### src/rtl/uart_tx.sv
// Purpose: serial UART transmitter, LSB first, 1 start, 8 data, optional parity, 1-2 stop bits.
// Latency: tx drops on the accept edge; frame is (1+8+par+stop)*CLKS_PER_BIT cycles, +1 idle cycle between frames.
// Backpressure: tx_start is a level request taken only while tx_ready is high; requests while busy are dropped.
//
// Ports:
//   clock    - system clock, rising edge
//   reset    - asynchronous active-high reset; abandons any frame and forces tx high at once
//   tx_start - level request to send tx_data
//   tx_data  - byte to send, sampled only on the accept edge
//   tx       - serial line, idles high
//   tx_ready - high exactly while idle
//   tx_done  - one-cycle pulse on the edge that ends the last stop cell
module uart_tx #(
  parameter int CLKS_PER_BIT = 208,
  parameter int PARITY       = 0,
  parameter int STOP_BITS    = 1
) (
  input  logic       clock,
  input  logic       reset,
  input  logic       tx_start,
  input  logic [7:0] tx_data,
  output logic       tx,
  output logic       tx_ready,
  output logic       tx_done
);

  localparam int               CNT_W     = (CLKS_PER_BIT > 1) ? $clog2(CLKS_PER_BIT) : 1;
  localparam logic [CNT_W-1:0] CNT_LAST  = CNT_W'(CLKS_PER_BIT - 1);
  localparam logic [2:0]       STOP_LAST = 3'(STOP_BITS - 1);

  if (CLKS_PER_BIT < 2) begin : g_bad_cpb
    $error("uart_tx: CLKS_PER_BIT must be at least 2");
  end
  if (PARITY < 0 || PARITY > 2) begin : g_bad_parity
    $error("uart_tx: PARITY must be 0, 1 or 2");
  end
  if (STOP_BITS != 1 && STOP_BITS != 2) begin : g_bad_stop
    $error("uart_tx: STOP_BITS must be 1 or 2");
  end

  typedef enum logic [2:0] {
    S_IDLE,
    S_START,
    S_DATA,
    S_PARITY,
    S_STOP
  } state_t;

  state_t           r_state;
  logic [CNT_W-1:0] r_cnt;
  logic [2:0]       r_bit;    // data bit index in DATA, stop cell index in STOP
  logic [7:0]       r_shift;
  logic             r_par;
  logic             r_tx;
  logic             r_ready;
  logic             r_done;
  logic             w_cell_end;

  assign w_cell_end = (r_cnt == CNT_LAST);

  assign tx       = r_tx;
  assign tx_ready = r_ready;
  assign tx_done  = r_done;

  always_ff @(posedge clock or posedge reset) begin
    if (reset) begin
      r_state <= S_IDLE;
      r_cnt   <= '0;
      r_bit   <= '0;
      r_shift <= '0;
      r_par   <= 1'b0;
      r_tx    <= 1'b1;
      r_ready <= 1'b1;
      r_done  <= 1'b0;
    end else begin
      r_done <= 1'b0;
      // The cycle counter only runs inside a frame and is back at 0 whenever IDLE is entered.
      if (r_state != S_IDLE) begin
        r_cnt <= w_cell_end ? '0 : r_cnt + 1'b1;
      end
      case (r_state)
        S_IDLE: begin
          if (tx_start) begin
            r_shift <= tx_data;
            // Parity comes from the byte being latched, so later tx_data changes cannot leak in.
            r_par   <= (PARITY == 1) ? ~(^tx_data) : ^tx_data;
            r_cnt   <= '0;
            r_bit   <= '0;
            r_tx    <= 1'b0;
            r_ready <= 1'b0;
            r_state <= S_START;
          end
        end
        S_START: begin
          if (w_cell_end) begin
            r_tx    <= r_shift[0];
            r_state <= S_DATA;
          end
        end
        S_DATA: begin
          if (w_cell_end) begin
            if (r_bit == 3'd7) begin
              r_bit <= '0;
              if (PARITY != 0) begin
                r_tx    <= r_par;
                r_state <= S_PARITY;
              end else begin
                r_tx    <= 1'b1;
                r_state <= S_STOP;
              end
            end else begin
              // Present the next bit on the same edge the shift happens.
              r_bit   <= r_bit + 3'd1;
              r_shift <= {1'b0, r_shift[7:1]};
              r_tx    <= r_shift[1];
            end
          end
        end
        S_PARITY: begin
          if (w_cell_end) begin
            r_bit   <= '0;
            r_tx    <= 1'b1;
            r_state <= S_STOP;
          end
        end
        S_STOP: begin
          if (w_cell_end) begin
            if (r_bit == STOP_LAST) begin
              r_bit   <= '0;
              r_done  <= 1'b1;
              r_ready <= 1'b1;
              r_state <= S_IDLE;
            end else begin
              r_bit <= r_bit + 3'd1;
            end
          end
        end
        default: begin
          r_tx    <= 1'b1;
          r_ready <= 1'b1;
          r_state <= S_IDLE;
        end
      endcase
    end
  end

endmodule

### config.mk
export PLATFORM = sky130hd
export DESIGN_NAME = uart_tx
export DESIGN_NICKNAME = d
export VERILOG_FILES = /design/src/rtl/uart_tx.sv
export SDC_FILE = /design/constraint.sdc
export NUM_CORES = 1
export LEC_CHECK = 0
export ABC_AREA = 1
export CAP_MARGIN = 25
export CORE_AREA = 4 4 60 67
export CTS_CLUSTER_DIAMETER = 60
export CTS_CLUSTER_SIZE = 40
export DETAILED_ROUTE_END_ITERATION = 10
export DIE_AREA = 0 0 64 71
export PLACE_DENSITY = 0.64
export SYNTH_ARGS = -nofsm -noshare
export SYNTH_HDL_FRONTEND = slang
export SYNTH_SLANG_ARGS = --single-unit
### constraint.sdc
create_clock -name clock -period 2.65 [get_ports clock]
set_clock_uncertainty 0.2 [all_clocks]
set_input_delay 0.265 -clock clock [delete_from_list [all_inputs] [get_ports clock]]
set_output_delay 0.265 -clock clock [all_outputs]
set_load 0.01 [all_outputs]
# ---- Word-level counts from Yosys, hierarchy flattened
# Cells that the tools add are included.
dict set report totals {
  inputBits 11
  regBits 25
  elab_cells 71
}
dict set report classes {
  n_bitwise 2
  mux 35
  eq_ne 14
  reduce_logical 11
  addsub 2
}
# operator count
set ops {}
lappend ops {{2-to-1 mux 8 bit} 7}
lappend ops {{2-to-1 mux 3 bit} 13}
lappend ops {{inequality test 2 bit (second input constant)} 8}
lappend ops {{case mux 8 bit (2 select lines)} 1}
lappend ops {{case mux 3 bit (5 select lines)} 1}
lappend ops {{case mux 3 bit (4 select lines)} 1}
lappend ops {{2-to-1 mux 1 bit} 10}
lappend ops {{AND reduction 5 bit} 2}
lappend ops {{adder 8 x 1 -> 8 bit (second input constant)} 1}
lappend ops {{== test 8 bit (second input constant)} 1}
lappend ops {{AND reduction 4 bit} 2}
lappend ops {{AND reduction 7 bit} 1}
lappend ops {{== test 3 x 2 -> 1 bit (second input constant)} 2}
lappend ops {{== test 3 bit (second input constant)} 2}
lappend ops {{zero test 3 bit} 2}
lappend ops {{case mux 1 bit (5 select lines)} 1}
lappend ops {{nonzero test 4 bit} 1}
lappend ops {{adder 3 x 1 -> 3 bit (second input constant)} 1}
lappend ops {{== test 3 x 1 -> 1 bit (second input constant)} 1}
lappend ops {{case mux 1 bit (3 select lines)} 1}
lappend ops {{nonzero test 3 bit} 1}
lappend ops {{OR reduction 3 bit} 1}
lappend ops {{inverter 1 bit} 2}
lappend ops {{nonzero test 2 bit} 1}

# ---- Longest topological paths before layout
# Gate-level depths: netlist of run 1.
dict set report logic_depth {
  depth_word 5
  depth_mapped 9
  mapped_depth_nobuf 9
}

# ---- Least setup slack after synthesis of run 1
# No wires, ideal clock.
dict set report synth_path {
  path_kind {register to register}
  start {reg r_bit[0]}
  end {reg r_shift[0]}
  path_stages_with_launch 10
  synth_period_minus_slack_ns 1.595
  setup_ns 0.121
  arrival_time_ns 1.275
  required_time_ns 2.329
  path_buffers 1
  path_slack_ns 1.055
  cell_sequence {dfrtp_1 -> ha_1 -> ha_1 -> inv_1 -> nand2_4 -> nand2_2 -> nand2_4 -> buf_6 -> nand2_1 -> o21ai_2}
}
dict set report synth_between {
  elab_chain_cells 3
}
# item line
set synth_rtl {}
lappend synth_rtl {{from (decl)} 51} ;# logic [2:0] r_bit;
lappend synth_rtl {{from (signal assigned)} 113} ;# r_bit <= r_bit + 3'd1;
lappend synth_rtl {{from (signal assigned)} 134} ;# r_bit <= r_bit + 3'd1;
lappend synth_rtl {{== test 3 bit} 102} ;# if (r_bit == 3'd7) begin
lappend synth_rtl {{inequality test 2 bit (no line)} --}
lappend synth_rtl {{AND reduction 4 bit (no line)} --}
lappend synth_rtl {{to (signal assigned)} 84} ;# r_shift <= tx_data;
lappend synth_rtl {{to (signal assigned)} 114} ;# r_shift <= {1'b0, r_shift[7:1]};
lappend synth_rtl {{to (decl)} 52} ;# logic [7:0] r_shift;
# No other way between the ends.
# A chain may end at the register's enable or synchronous reset.

# ---- Worst setup path in the final report of run 1
dict set report layout_path {
  start {reg r_ready, in the netlist tx_ready}
  end {out tx_ready}
}
# item line
set layout_lines {}
lappend layout_lines {{from (decl)} 55} ;# logic r_ready;
lappend layout_lines {{from (signal assigned)} 73} ;# r_ready <= 1'b1;
lappend layout_lines {{from (signal assigned)} 90} ;# r_ready <= 1'b0;
lappend layout_lines {{from (signal assigned)} 131} ;# r_ready <= 1'b1;
lappend layout_lines {{to (decl)} 23} ;# output logic tx_ready,
# No word-level cell between the ends.

==> results of run 1 <==
## worst max path at each step
stage                      startpoint                     end  slack, ns  cells after the start
2_1_floorplan    r_bit[0]$_DFFE_PP0P_  r_shift[0]$_DFFE_PP0P_       1.05                      9
3_3_place_gp   r_state[0]$_DFFE_PP0P_    r_bit[2]$_DFFE_PP0P_       0.94                      8
3_5_place_dp       r_cnt[0]$_DFF_PP0_  r_state[1]$_DFFE_PP0P_       0.88                      8
4_1_cts          tx_ready$_DFFE_PP1P_                tx_ready       0.74                      1
5_1_grt            r_cnt[0]$_DFF_PP0_  r_state[2]$_DFFE_PP0P_       0.68                      8
6_report         tx_ready$_DFFE_PP1P_                tx_ready       0.77                      1
## sequential cells by signal (all words and copies together) (netlist names)
name	flops
tx_done	1
r_cnt	8
r_state	3
r_bit	3
tx_ready	1
r_shift	8
tx	1
## cells in the mapped netlist, types with 3 or more instances
master	count
sky130_fd_sc_hd__ha_1	4
sky130_fd_sc_hd__dfrtp_1	23
sky130_fd_sc_hd__or2_2	8
sky130_fd_sc_hd__nor2_1	12
sky130_fd_sc_hd__nand2_1	47
sky130_fd_sc_hd__nor2_4	3
sky130_fd_sc_hd__nand4_1	3
sky130_fd_sc_hd__nand2_2	7
sky130_fd_sc_hd__inv_2	5
sky130_fd_sc_hd__inv_1	14
sky130_fd_sc_hd__a21oi_1	4
sky130_fd_sc_hd__o21bai_1	3
sky130_fd_sc_hd__o21ai_1	6
sky130_fd_sc_hd__nand3_1	9
sky130_fd_sc_hd__o21ai_0	14
## through the flow
stage                     utilization [%]  cells  power (uW)  worst slack (ns)  instance area [um^2]
after floorplan                         -    182        1230              1.05                  1450
after global placement               49.0    243        1380             0.937                  1630
after detailed placement             49.0    243        1410             0.879                  1630
after CTS                            49.8    247        1600             0.744                  1660
after global routing                 49.8    247        1740             0.680                  1660
final                                49.8    247        1570             0.772                  1660
## power by group
| group | internal, uW | switching [uW] |
|---|---|---|
| clock | 59.0 | 118 |
| combinational | 284 | 474 |
| sequential | 527 | 112 |
## placed cells by master, fill, tap and decap left out
cell type and count:
sky130_fd_sc_hd__a21boi_0 2, sky130_fd_sc_hd__a21oi_1 4, sky130_fd_sc_hd__and3_1 1, sky130_fd_sc_hd__buf_4 1, sky130_fd_sc_hd__clkbuf_1 1, sky130_fd_sc_hd__clkbuf_4 3, sky130_fd_sc_hd__clkdlybuf4s50_1 13, sky130_fd_sc_hd__dfrtp_1 23
sky130_fd_sc_hd__dfstp_2 2, sky130_fd_sc_hd__ha_1 4, sky130_fd_sc_hd__inv_1 14, sky130_fd_sc_hd__inv_2 5, sky130_fd_sc_hd__nand2_1 47, sky130_fd_sc_hd__nand2_2 7, sky130_fd_sc_hd__nand2_4 2, sky130_fd_sc_hd__nand3_1 9
sky130_fd_sc_hd__nand3b_1 1, sky130_fd_sc_hd__nand4_1 3, sky130_fd_sc_hd__nor2_1 12, sky130_fd_sc_hd__nor2_2 2, sky130_fd_sc_hd__nor2_4 3, sky130_fd_sc_hd__nor3_1 2, sky130_fd_sc_hd__o211ai_1 1, sky130_fd_sc_hd__o21ai_0 14
sky130_fd_sc_hd__o21ai_1 6, sky130_fd_sc_hd__o21ai_2 2, sky130_fd_sc_hd__o21bai_1 3, sky130_fd_sc_hd__o22ai_1 1, sky130_fd_sc_hd__o31ai_1 1, sky130_fd_sc_hd__or2_2 8, sky130_fd_sc_hd__xor2_1 2
## cell type report
type	count	area, um^2	share of cell area, %
tap	48	60.1	3.62
inverter	19	71.3	4.30
sequential	25	628	37.9
multi-input combinational	137	736	44.3
timing repair buffer	14	138	8.30
clock buffer	4	26.3	1.58
## metal layers
| metal | track usage (%) | up-vias |
|---|---|---|
| li1 | - | 622 |
| met1 | 17.2 | 576 |
| met3 | 2.06 | 5 |
| met2 | 23.2 | 18 |
| met5 | 0 | - |
| met4 | 6.47 | 0 |
## cell families (layout without fill, tap and decap cells)
family          after synthesis  count (layout)  share of synthesized area [%]
simple gates                 97              97                           32.6
compound gates               34              34                           13.6
flops                        25              25                           43.4
buf+inv                      20              37                           5.71
fa+ha+maj                     4               4                           3.46
xor+xnor                      2               2                           1.21
==> results.md, run 1 <==
Routing:
- The average vias per placed instance is 4.94.
- The sum of met3 wire segment lengths after detailed routing is 89 um.
- The number of optimization iterations in the first detailed-route pass is 4.
- For this block, the via count after detailed routing is 1221.
- After detailed routing, the wire length on met1 is 1.30 mm.
- For this block, the initial DRC count from the detailed router was 52.
- The routed wire length is 2.87 mm.
- In the detailed route, the total length drawn on met2 is 1.43 mm.
- The post-route antenna net violation count is 0.
- The detailed router used layers up to and including met4.
- The final routed wire length divided by cell count is 11.6 um.
- The DRC violation count after routing is 0.

Critical path:
- The flop-to-flop setup slack is 0.80 ns.
- The cell with the largest stage delay on the worst path is sky130_fd_sc_hd__dfstp_2.
- Among cell families on the critical path, the largest total delay comes from flip-flops.
- The startpoint type of the worst setup path is a flop.
- The data required time of the critical path is 2.18 ns.
- The depth of the most critical reg-to-reg path is 8.
- The startpoint identified for the worst register-to-register timing path is r_cnt[0]$_DFF_PP0_.
- The type of the setup path with the least slack is reg -> out.
- Data arrives at the worst endpoint at 1.41 ns.
- The buffer and inverter count on the worst path is 1.
- In this design, the stage delay of the slowest critical-path cell is 0.56 ns.
- The capture instance of the worst register-to-register path is r_state[1]$_DFFE_PP0P_.
- The type of element capturing the critical path is an output port.
- The critical path goes through clkdlybuf4s50_1.
- Of all nets on the critical path, the largest fanout is 2.

Global routing:
- The number of global-route vias before repair was 1172.
- Entering global routing, the biggest net connects 26 pins.
- The first-pass GRT wire length is 5.09 mm.
- The initial antenna violation count is 0.
- The total routing usage reported by global routing is 13.8%.
- Summed over all layers, the global routing overflow is 0.

STA:
- The maximum clock frequency is 533 MHz.
- Hold timing on the final database bottoms out at a slack of 0.0665 ns.
- Of the available clock period, the critical path in the final layout requires 70.9%.
- The final number of max-transition violations is 0.
- For the final routed database, the setup TNS stands at 0 ns.
- Setup violations remaining at the end of the flow were counted as 0.
- The worst-margin pin slew is 0.325 ns.
- The worst-case headroom to the max-slew limit is 78.3%.
- The worst path needs 1.88 ns of the cycle, external delays included.
- Setup repair after global routing left no endpoint under its margin.
- The final hold violation count is 0.

Synth:
- The synthesized design devotes to its leading area cell type 39.8% of total area.
- The number of enable-type register cells in the synthesized netlist is 0.
- The number of nets handed over by synthesis was 197.
- After synthesis, the share of flip-flops with an asynchronous set or reset is 100%.
- The mean area per synthesized cell is 7.95 um^2.
- After synthesis the netlist holds a flip-flop and latch count of 25.
- The post-synthesis cell area is 1450 um^2.
- The instance count of the mapped netlist is 182.
- The portion of the post-synthesis area used by sequential elements is 43.4%.
- The Yosys step of the flow raised 0 warnings.
- Ranked by total cell area, the synthesized netlist is headed by sky130_fd_sc_hd__dfrtp_1, sky130_fd_sc_hd__nand2_1, sky130_fd_sc_hd__o21ai_0, sky130_fd_sc_hd__dfstp_2, sky130_fd_sc_hd__inv_1.
- The number of different library cells used by synthesis comes to 28.
- Summed over all instances, the cell type with the most area after synthesis is sky130_fd_sc_hd__dfrtp_1.
- The top flip-flop cell by instance count after synthesis is sky130_fd_sc_hd__dfrtp_1.

Floorplan:
- The area of the die is 4540 um^2.
- The number of primary I/O pins is 14.
- The floorplan has 22 rows.
- In this run the horizontal extent of the chip is 64 um.
- The initial core utilization is 43.4%.
- In this run the standard cell core region covers 3330 um^2.
- The die is 71 um tall.

CTS:
- The cell at the root of the clock tree is sky130_fd_sc_hd__clkbuf_4.
- The count of hold buffers inserted by post-cts repair is 0.
- At the later pin of the worst-skew pair, clock insertion delay measures 0.33 ns.
- TritonCTS built the clock tree.
- The worst-case clock buffer depth is 2.
- The number of setup buffers added after CTS is 0.
- The number of cells upsized or downsized after cts is 0.
- Clock-pin slew was measured on the worst setup and hold paths at 0.14 ns.
- Clock tree synthesis found a total of 25 sinks.
- The CTS buffer count is 3.
- In this run the number of H-tree levels came out at 1.

Worst hold path:
- The class of the tightest hold or removal check is in -> async.

Placement:
- Detailed placement ended at an HPWL of 2.20 mm.
- The weighted congestion reported at the end of routability-driven placement is 0.865.
- The count of input and output buffers is 13.

Final layout:
- The fraction of final layout cells with drive strength greater than 1 is 17.6%.
- The area overhead of the layout relative to synthesis is 14.7%.
- The number of nets in the final layout is 215.
- The count of antenna diodes in the layout is 0.
- The number of fill cells in the layout is 338.

Power:
- Across the VDD grid, the largest voltage drop is 339 uV.
- The leakage power summed over all cells is 0.000800 uW.
- In this run the power density over the cells is 949 nW/um^2.

Flow run:
- Max-cap violations in this run came to 0.

Run status:
- The run finished with clean final reports.
(Power assumes the default switching activity.)
==> run 2, diff against run 1 <==
==> constraint.sdc (replaced) <==
create_clock -name clock -period 1.8 [get_ports clock]
set_clock_uncertainty 0.2 [all_clocks]
set_input_delay 0.18 -clock clock [delete_from_list [all_inputs] [get_ports clock]]
set_output_delay 0.18 -clock clock [all_outputs]
set_load 0.01 [all_outputs]
==> run 2 against run 1 <==
Setup slack worse by 0.67 ns. Combinational power up 73%. Sequential power up 46%. Critical path depth up 7. Register-to-register slack worse by 0.70 ns. Global-route usage up 0.53 points. Total power up 59%. Final area up 7.5%. First-iteration DRC count up 40%. Wire length up 7.9%. Critical path type is now reg -> reg. Largest power group unchanged.
==> results.md, run 2 (synthesis results as in run 1) <==
Worst hold path:
- The class of the tightest hold or removal check is in -> reg (was in -> async).
- In this run the most critical hold path is launched from tx_data[7].
- Counting instances, the worst hold path has a depth of 3.
- The path with the worst hold slack has its endpoint at r_shift[7]$_DFFE_PP0P_.

Power:
- The design internal power is 1360 uW (was 870 uW).
- The power density over the cells is 1410 nW/um^2 (was 949 nW/um^2).
- The part of the total power dissipated in the clock network is 10.6% (was 11.2%).
- The total power is 2510 uW (was 1570 uW).
- The worst vdd rail ir drop is 568 uV (was 339 uV).
- The proportion of total power due to net switching is 45.5% (was 44.7%).
- The net switching component of the power is 1140 uW (was 704 uW).
- The combinational share of power came to 52.3% (was 48.2%).
- The leakage power summed over all cells came to 0.000861 uW (was 0.000800 uW).
- The part of the total power dissipated in sequential elements is 37.2% (was 40.6%).

Global routing:
- The first-pass GRT wire length is 5.28 mm (was 5.09 mm).
- The number of global-route vias before repair was 1190 (was 1172).
- The pin count of the biggest net entering global routing was 26 (unchanged).
- The residual overflow from global routing is 0 (unchanged).
- The total routing usage reported by global routing is 14.3% (was 13.8%).
- The initial antenna violation count is 0 (unchanged).

CTS:
- The CTS buffer count is 3 (unchanged).
- The clock latency on the worst-skew pair is 0.33 ns (about the same).
- The clock transition at the registers of the reported paths is 0.14 ns (about the same).
- The sink count of the clock tree came to 25 (unchanged).
- The H-tree depth was 1 (unchanged).
- The clock tree from TritonCTS is built (unchanged).
- The worst-case clock buffer depth is 2 (unchanged).
- The cell at the root of the clock tree is sky130_fd_sc_hd__clkbuf_4 (unchanged).

Run status:
- Result of the run: complete, no violations (unchanged).

Final layout:
- Top library cells by usage in the layout, fill and taps aside: sky130_fd_sc_hd__nand2_1, sky130_fd_sc_hd__dfrtp_1, sky130_fd_sc_hd__inv_1, sky130_fd_sc_hd__o21ai_0, sky130_fd_sc_hd__clkdlybuf4s50_1 (unchanged).
- The number of nets in the final layout is 223 (was 215).
- The count of antenna diodes in the layout is 0 (unchanged).
- The area overhead of the layout relative to synthesis came to 23.3% (was 14.7%).
- Top flop regs: r_cnt (8), r_shift (8) (unchanged).
- The most common library cell in the layout ignoring fill and taps is sky130_fd_sc_hd__nand2_1 (unchanged).
- The fraction of final layout cells with drive strength greater than 1 was 26.1% (was 17.6%).
- The number of fill cells in the layout is 337 (was 338).

STA:
- The setup total negative slack was 0 ns (unchanged).
- Timing would allow up to 588 MHz.
- The final hold violation count was 0 (unchanged).
- The count of final setup violators is 0 (unchanged).
- The period utilization is 94.5%.
- The tightest hold margin came to 0.191 ns (was 0.0665 ns).
- The final number of max-transition violations was 0 (unchanged).
- RSZ-0062 raised after global routing: no (unchanged).
- The worst-margin pin slew is 0.330 ns (was 0.325 ns).
- The setup slack of the critical path after layout is 0.0999 ns (was 0.772 ns).
- The shortest period the worst path allows is 1.70 ns.
- The worst-case headroom to the max-slew limit is 78.0% (was 78.3%).

Floorplan:
- The initial core utilization is 43.4% (unchanged).
- The floorplan die width is 64 um (unchanged).
- The area of the die came to 4540 um^2 (unchanged).
- The core outline area is 3330 um^2 (unchanged).
- The floorplan die height is 71 um (unchanged).
- The number of primary I/O pins is 14 (unchanged).
- The number of rows created at floorplan is 22 (unchanged).

Critical path:
- The startpoint type of the worst setup path is a flop (unchanged).
- The capture instance of the worst register-to-register path is r_bit[0]$_DFFE_PP0P_ (was r_state[1]$_DFFE_PP0P_).
- The data required time of the critical path came to 1.84 ns (was 2.18 ns).
- The critical register-to-register path startpoint is r_cnt[0]$_DFF_PP0_ (unchanged).
- The worst endpoint data arrival time came to 1.74 ns (was 1.41 ns).
- The most numerous cell on the critical path is sky130_fd_sc_hd__nand2_2.
- Series of cell instances along the critical path: ha_2, nand2_2, nor2_4, nand2_4, o21ai_2, nand2_2, o21bai_1, nand2_1 (was clkdlybuf4s50_1).
- The peak fanout along the critical path is 5 (was 2).
- The cell with the largest stage delay on the worst path is sky130_fd_sc_hd__dfrtp_1 (was sky130_fd_sc_hd__dfstp_2).
- The type of the setup path with the least slack was reg -> reg (was reg -> out).
- The flop-to-flop setup slack is 0.1 ns (was 0.80 ns).
- The maximum cell stage delay along the critical path came to 0.41 ns (was 0.56 ns).
- The depth of the most critical reg-to-reg path is 8 (unchanged).
- The type of element capturing the critical path is a flop (was output port).

Routing:
- The post-route antenna net violation count is 0 (unchanged).
- The routed wire length is 3.09 mm (was 2.87 mm).
- The iteration-0 DRC count of the detailed router is 73 (was 52).
- The average vias per placed instance is 4.95 (was 4.94).
- The count of vias placed by the detailed router is 1263 (was 1221).
- The DRC violation count after routing is 0 (unchanged).
- The final routed wire length divided by cell count was 12.1 um (was 11.6 um).
- The number of optimization iterations in the first detailed-route pass is 4 (unchanged).

Placement:
- The worst slack at placement is 0.00502 ns (was 0.879 ns).
- The weighted congestion reported at the end of routability-driven placement was 0.898 (was 0.865).
- The placed wire-length estimate after detailed placement was 2.25 mm (was 2.20 mm).
- The count of input and output buffers was 13 (unchanged).

Flow run:
- The number of max-cap violations came to 0 (unchanged).
## run 2: worst max-delay path: cells and delay by family, from the launching register on
family	cells	cell delay, ns
adders and majority gates	1	0.21
DFF	1	0.41
and+or+nand+nor	5	0.52
AOI/OAI and AO/OA	2	0.26
## run 2: power by group through the flow
| stage | Clock [uW] | Sequential, uW | Combinational, uW |
|---|---|---|---|
| global placement | 0 | 929 | 1130 |
| detailed placement | 0 | 935 | 1180 |
| global route | 304 | 964 | 1470 |
| floorplan | 0 | 923 | 891 |
| finish | 265 | 931 | 1310 |
| CTS | 279 | 923 | 1170 |
## run 2: worst max-delay path by stage
stage	to	startpoint	slack, ns
after CTS	r_bit[2]$_DFFE_PP0P_	r_cnt[0]$_DFF_PP0_	0.03
final	r_bit[0]$_DFFE_PP0P_	r_cnt[0]$_DFF_PP0_	0.1
after global placement	r_state[0]$_DFFE_PP0P_	r_cnt[0]$_DFF_PP0_	0.11
after global routing	r_bit[0]$_DFFE_PP0P_	r_cnt[0]$_DFF_PP0_	0.006
after detailed placement	r_bit[2]$_DFFE_PP0P_	r_cnt[0]$_DFF_PP0_	0.005
after floorplan	r_shift[0]$_DFFE_PP0P_	r_bit[0]$_DFFE_PP0P_	0.20
## run 2: area by class of cell
type / instances / area [um^2] / area share [%]
flip-flops and latches: 25 / 629 / 35.3
repair buffers: 22 / 198 / 11.1
inverters: 19 / 71.3 / 4.00
clock inverters: 1 / 5.00 / 0.281
clock buffers: 3 / 22.5 / 1.26
well taps: 48 / 60.1 / 3.37
multi-input cells: 137 / 797 / 44.7
## run 2: metal layers
metal	GRT usage, %	up-vias	share of wire (%)	wire (um)
li1	-	643	-	-
met1	19.0	605	46	1420
met2	22.8	11	51	1580
met3	2.54	4	1.6	50
met4	6.00	0	1.2	36
met5	0	-	0	0
## run 2: per-stage QoR
| step | area (um^2) | utilization (%) | std cells |
|---|---|---|---|
| floorplan | 1450 | - | 182 |
| global placement | 1650 | 49.5 | 245 |
| detailed placement | 1650 | 49.5 | 245 |
| CTS | 1690 | 50.6 | 250 |
| global route | 1780 | 53.5 | 255 |
| finish | 1780 | 53.5 | 255 |
## run 2: what timing repair did
action	CTS	global route
gates cloned	0	0
buffers inserted	0	5
hold endpoints to repair	23	0
hold buffers	1	0
endpoints found under the setup margin	3	12
gates resized for setup	3	15
pin swaps	0	8
==> run 3, diff against run 2 <==
--- a/config.mk
+++ b/config.mk
@@ -12,7 +12,9 @@
 export CTS_CLUSTER_SIZE = 40
 export DETAILED_ROUTE_END_ITERATION = 10
 export DIE_AREA = 0 0 64 71
+export HOLD_SLACK_MARGIN = 0.08
 export PLACE_DENSITY = 0.64
+export SKIP_LAST_GASP = 1
 export SYNTH_ARGS = -nofsm -noshare
 export SYNTH_HDL_FRONTEND = slang
 export SYNTH_SLANG_ARGS = --single-unit
==> run 3 against run 2 <==
Count of clock-buffer cells in the layout unchanged. Core utilization down 0.075 points. Cell count unchanged. Register-to-register slack about the same. Sequential power about the same. Flip-flop and latch count unchanged. Critical endpoint unchanged. Largest power group unchanged. Critical path type unchanged. Highest routed layer unchanged. Sequential share of layout area about the same. Die area unchanged.
==> results.md, run 3 (synthesis results as in run 1) <==
Run status:
- Result of the run: complete, no violations (unchanged).

STA:
- The final hold violation count is 0 (unchanged).
- The worst-margin pin slew came to 0.339 ns (was 0.330 ns).
- The setup slack of the critical path after layout is 0.102 ns (was 0.0999 ns).
- The period utilization is 94.4% (was 94.5%).
- RSZ-0062 raised after global routing: yes (was no).
- The worst-case headroom to the max-slew limit is 77.4% (was 78.0%).
- The tightest hold margin came to 0.191 ns (about the same).
- The shortest period the worst path allows is 1.70 ns (about the same).
- The count of final setup violators is 0 (unchanged).
- The maximum clock frequency was 589 MHz (was 588 MHz).
- The final number of max-transition violations is 0 (unchanged).

CTS:
- The clock latency on the worst-skew pair was 0.33 ns (about the same).
- The CTS buffer count is 3 (unchanged).
- The worst-case clock buffer depth is 2 (unchanged).
- The clock tree from TritonCTS is built (unchanged).
- The clock transition at the registers of the reported paths is 0.14 ns (about the same).
- The H-tree depth is 1 (unchanged).
- The cell at the root of the clock tree is sky130_fd_sc_hd__clkbuf_4 (unchanged).
- The sink count of the clock tree is 25 (unchanged).

Final layout:
- The number of fill cells in the layout is 338 (was 337).
- The most common library cell in the layout ignoring fill and taps was sky130_fd_sc_hd__nand2_1 (unchanged).
- Top library cells by usage in the layout, fill and taps aside: sky130_fd_sc_hd__nand2_1, sky130_fd_sc_hd__dfrtp_1, sky130_fd_sc_hd__inv_1, sky130_fd_sc_hd__o21ai_0, sky130_fd_sc_hd__clkdlybuf4s50_1 (unchanged).
- The fraction of final layout cells with drive strength greater than 1 is 25.6% (was 26.1%).
- The area overhead of the layout relative to synthesis is 23.1% (was 23.3%).
- The sequential standard cell area is 629 um^2 (unchanged).
- The final instance area is 1780 um^2 (about the same).
- The multi-input gate area in the final layout is 795 um^2 (was 797 um^2).
- The count of antenna diodes in the layout is 0 (unchanged).
- Top flop regs: r_cnt (8), r_shift (8) (unchanged).
- The number of nets in the final layout came to 223 (unchanged).

Worst hold path:
- The class of the tightest hold or removal check was in -> reg (unchanged).
- The count of cells along the worst hold path is 3 (unchanged).
- The startpoint of the lowest-slack hold path is tx_data[7] (unchanged).
- The capture endpoint of the worst hold path is r_shift[7]$_DFFE_PP0P_ (unchanged).

Routing:
- The final routed wire length divided by cell count was 12.0 um (was 12.1 um).
- The iteration-0 DRC count of the detailed router is 63 (was 73).
- The number of optimization iterations in the first detailed-route pass is 4 (unchanged).
- The post-route antenna net violation count was 0 (unchanged).
- The average vias per placed instance came to 4.94 (was 4.95).
- The count of vias placed by the detailed router was 1259 (was 1263).
- The routed wire length is 3.06 mm (was 3.09 mm).
- The DRC violation count after routing is 0 (unchanged).

Critical path:
- The critical register-to-register path startpoint is r_cnt[0]$_DFF_PP0_ (unchanged).
- The data required time of the critical path was 1.83 ns (was 1.84 ns).
- The capture instance of the worst register-to-register path was r_bit[0]$_DFFE_PP0P_ (unchanged).
- The type of element capturing the critical path is a flop (unchanged).
- The type of the setup path with the least slack was reg -> reg (unchanged).
- The flop-to-flop setup slack was 0.10 ns (was 0.1 ns).
- The worst endpoint data arrival time came to 1.73 ns (was 1.74 ns).
- The peak fanout along the critical path is 5 (unchanged).
- The startpoint type of the worst setup path is a flop (unchanged).
- The depth of the most critical reg-to-reg path is 8 (unchanged).

Floorplan:
- The floorplan die height is 71 um (unchanged).
- The floorplan die width came to 64 um (unchanged).
- The initial core utilization is 43.4% (unchanged).
- The number of primary I/O pins is 14 (unchanged).
- The number of rows created at floorplan came to 22 (unchanged).
- The core outline area came to 3330 um^2 (unchanged).
- The area of the die is 4540 um^2 (unchanged).

Global routing:
- The number of global-route vias before repair came to 1190 (unchanged).
- The pin count of the biggest net entering global routing came to 26 (unchanged).
- The initial antenna violation count is 0 (unchanged).
- The residual overflow from global routing is 0 (unchanged).
- The first-pass GRT wire length is 5.28 mm (unchanged).
- The total routing usage reported by global routing is 14.3% (unchanged).

Power:
- The total power is 2490 uW (was 2510 uW).
- The leakage power summed over all cells is 0.000860 uW (was 0.000861 uW).
- The power density over the cells came to 1400 nW/um^2 (was 1410 nW/um^2).
- The worst vdd rail ir drop was 564 uV (was 568 uV).

Placement:
- The total cell area at the placement stage is 1650 um^2 (unchanged).
- The weighted congestion reported at the end of routability-driven placement is 0.898 (unchanged).
- The placed wire-length estimate after detailed placement is 2.25 mm (unchanged).
- The worst slack at placement is 0.00502 ns (unchanged).
- The count of input and output buffers is 13 (unchanged).

Flow run:
- The number of max-cap violations was 0 (unchanged).
-- run 3: cell counts in the layout (fill, tap and decap cells not counted) --
No cell type changed its count.
-- run 3: worst max path at each step --
stage                                        end                   start  cells after the start
final                       r_bit[0]$_DFFE_PP0P_      r_cnt[0]$_DFF_PP0_                      8
after global placement    r_state[0]$_DFFE_PP0P_      r_cnt[0]$_DFF_PP0_                      8
after detailed placement    r_bit[2]$_DFFE_PP0P_      r_cnt[0]$_DFF_PP0_                      8
after global routing        r_bit[2]$_DFFE_PP0P_  r_state[2]$_DFFE_PP0P_                      7
after CTS                   r_bit[2]$_DFFE_PP0P_      r_cnt[0]$_DFF_PP0_                      8
after floorplan           r_shift[0]$_DFFE_PP0P_    r_bit[0]$_DFFE_PP0P_                      9
-- run 3: area by class of cell --
type                       count  share of cell area [%]
clock buffer                   3                    1.26
clock inverter                 1                   0.281
inverter                      19                    4.01
multi-input combinational    137                    44.6
sequential                    25                    35.3
tap                           48                    3.37
timing repair buffer          22                    11.1
-- run 3: layer usage --
metal,vias to the layer above,track usage [%],share of wire [%]
li1,643,-,-
met1,601,19.0,46
met2,11,22.8,51
met3,4,2.54,1.7
met4,0,6.00,1.2
met5,-,0,0
-- run 3: report_power, final --
group	internal [uW]	total (uW)	leakage, uW	switching [uW]
registers	778	930	0.000319	153
logic	502	1300	0.000523	801
clock network	83.6	262	0.0000177	178
-- run 3: repair_timing --
| item | 4_1_cts | 5_1_grt |
|---|---|---|
| pin swaps | 0 | 8 |
| gates resized for setup | 3 | 14 |
| endpoints found under the hold margin | 23 | 0 |
| hold buffers | 1 | 0 |
| setup endpoints to repair | 3 | 12 |
| buffers inserted | 0 | 5 |
-- run 3: metrics by stage --
| stage | utilization, % | cells | setup TNS [ns] |
|---|---|---|---|
| floorplan | - | 182 | 0 |
| global placement | 49.5 | 245 | 0 |
| detailed placement | 49.5 | 245 | 0 |
| CTS | 50.6 | 250 | 0 |
| global route | 53.5 | 255 | -0.00320 |
| finish | 53.5 | 255 | 0 |
-- run 3: critical path, stage by stage (launching register included) --
cell and delay, ns:
sky130_fd_sc_hd__dfrtp_1 0.41, sky130_fd_sc_hd__ha_2 0.21, sky130_fd_sc_hd__nand2_2 0.09, sky130_fd_sc_hd__nor2_4 0.15
sky130_fd_sc_hd__nand2_4 0.09, sky130_fd_sc_hd__o21ai_2 0.07, sky130_fd_sc_hd__nand2_2 0.13, sky130_fd_sc_hd__o21bai_1 0.19
sky130_fd_sc_hd__nand2_1 0.06
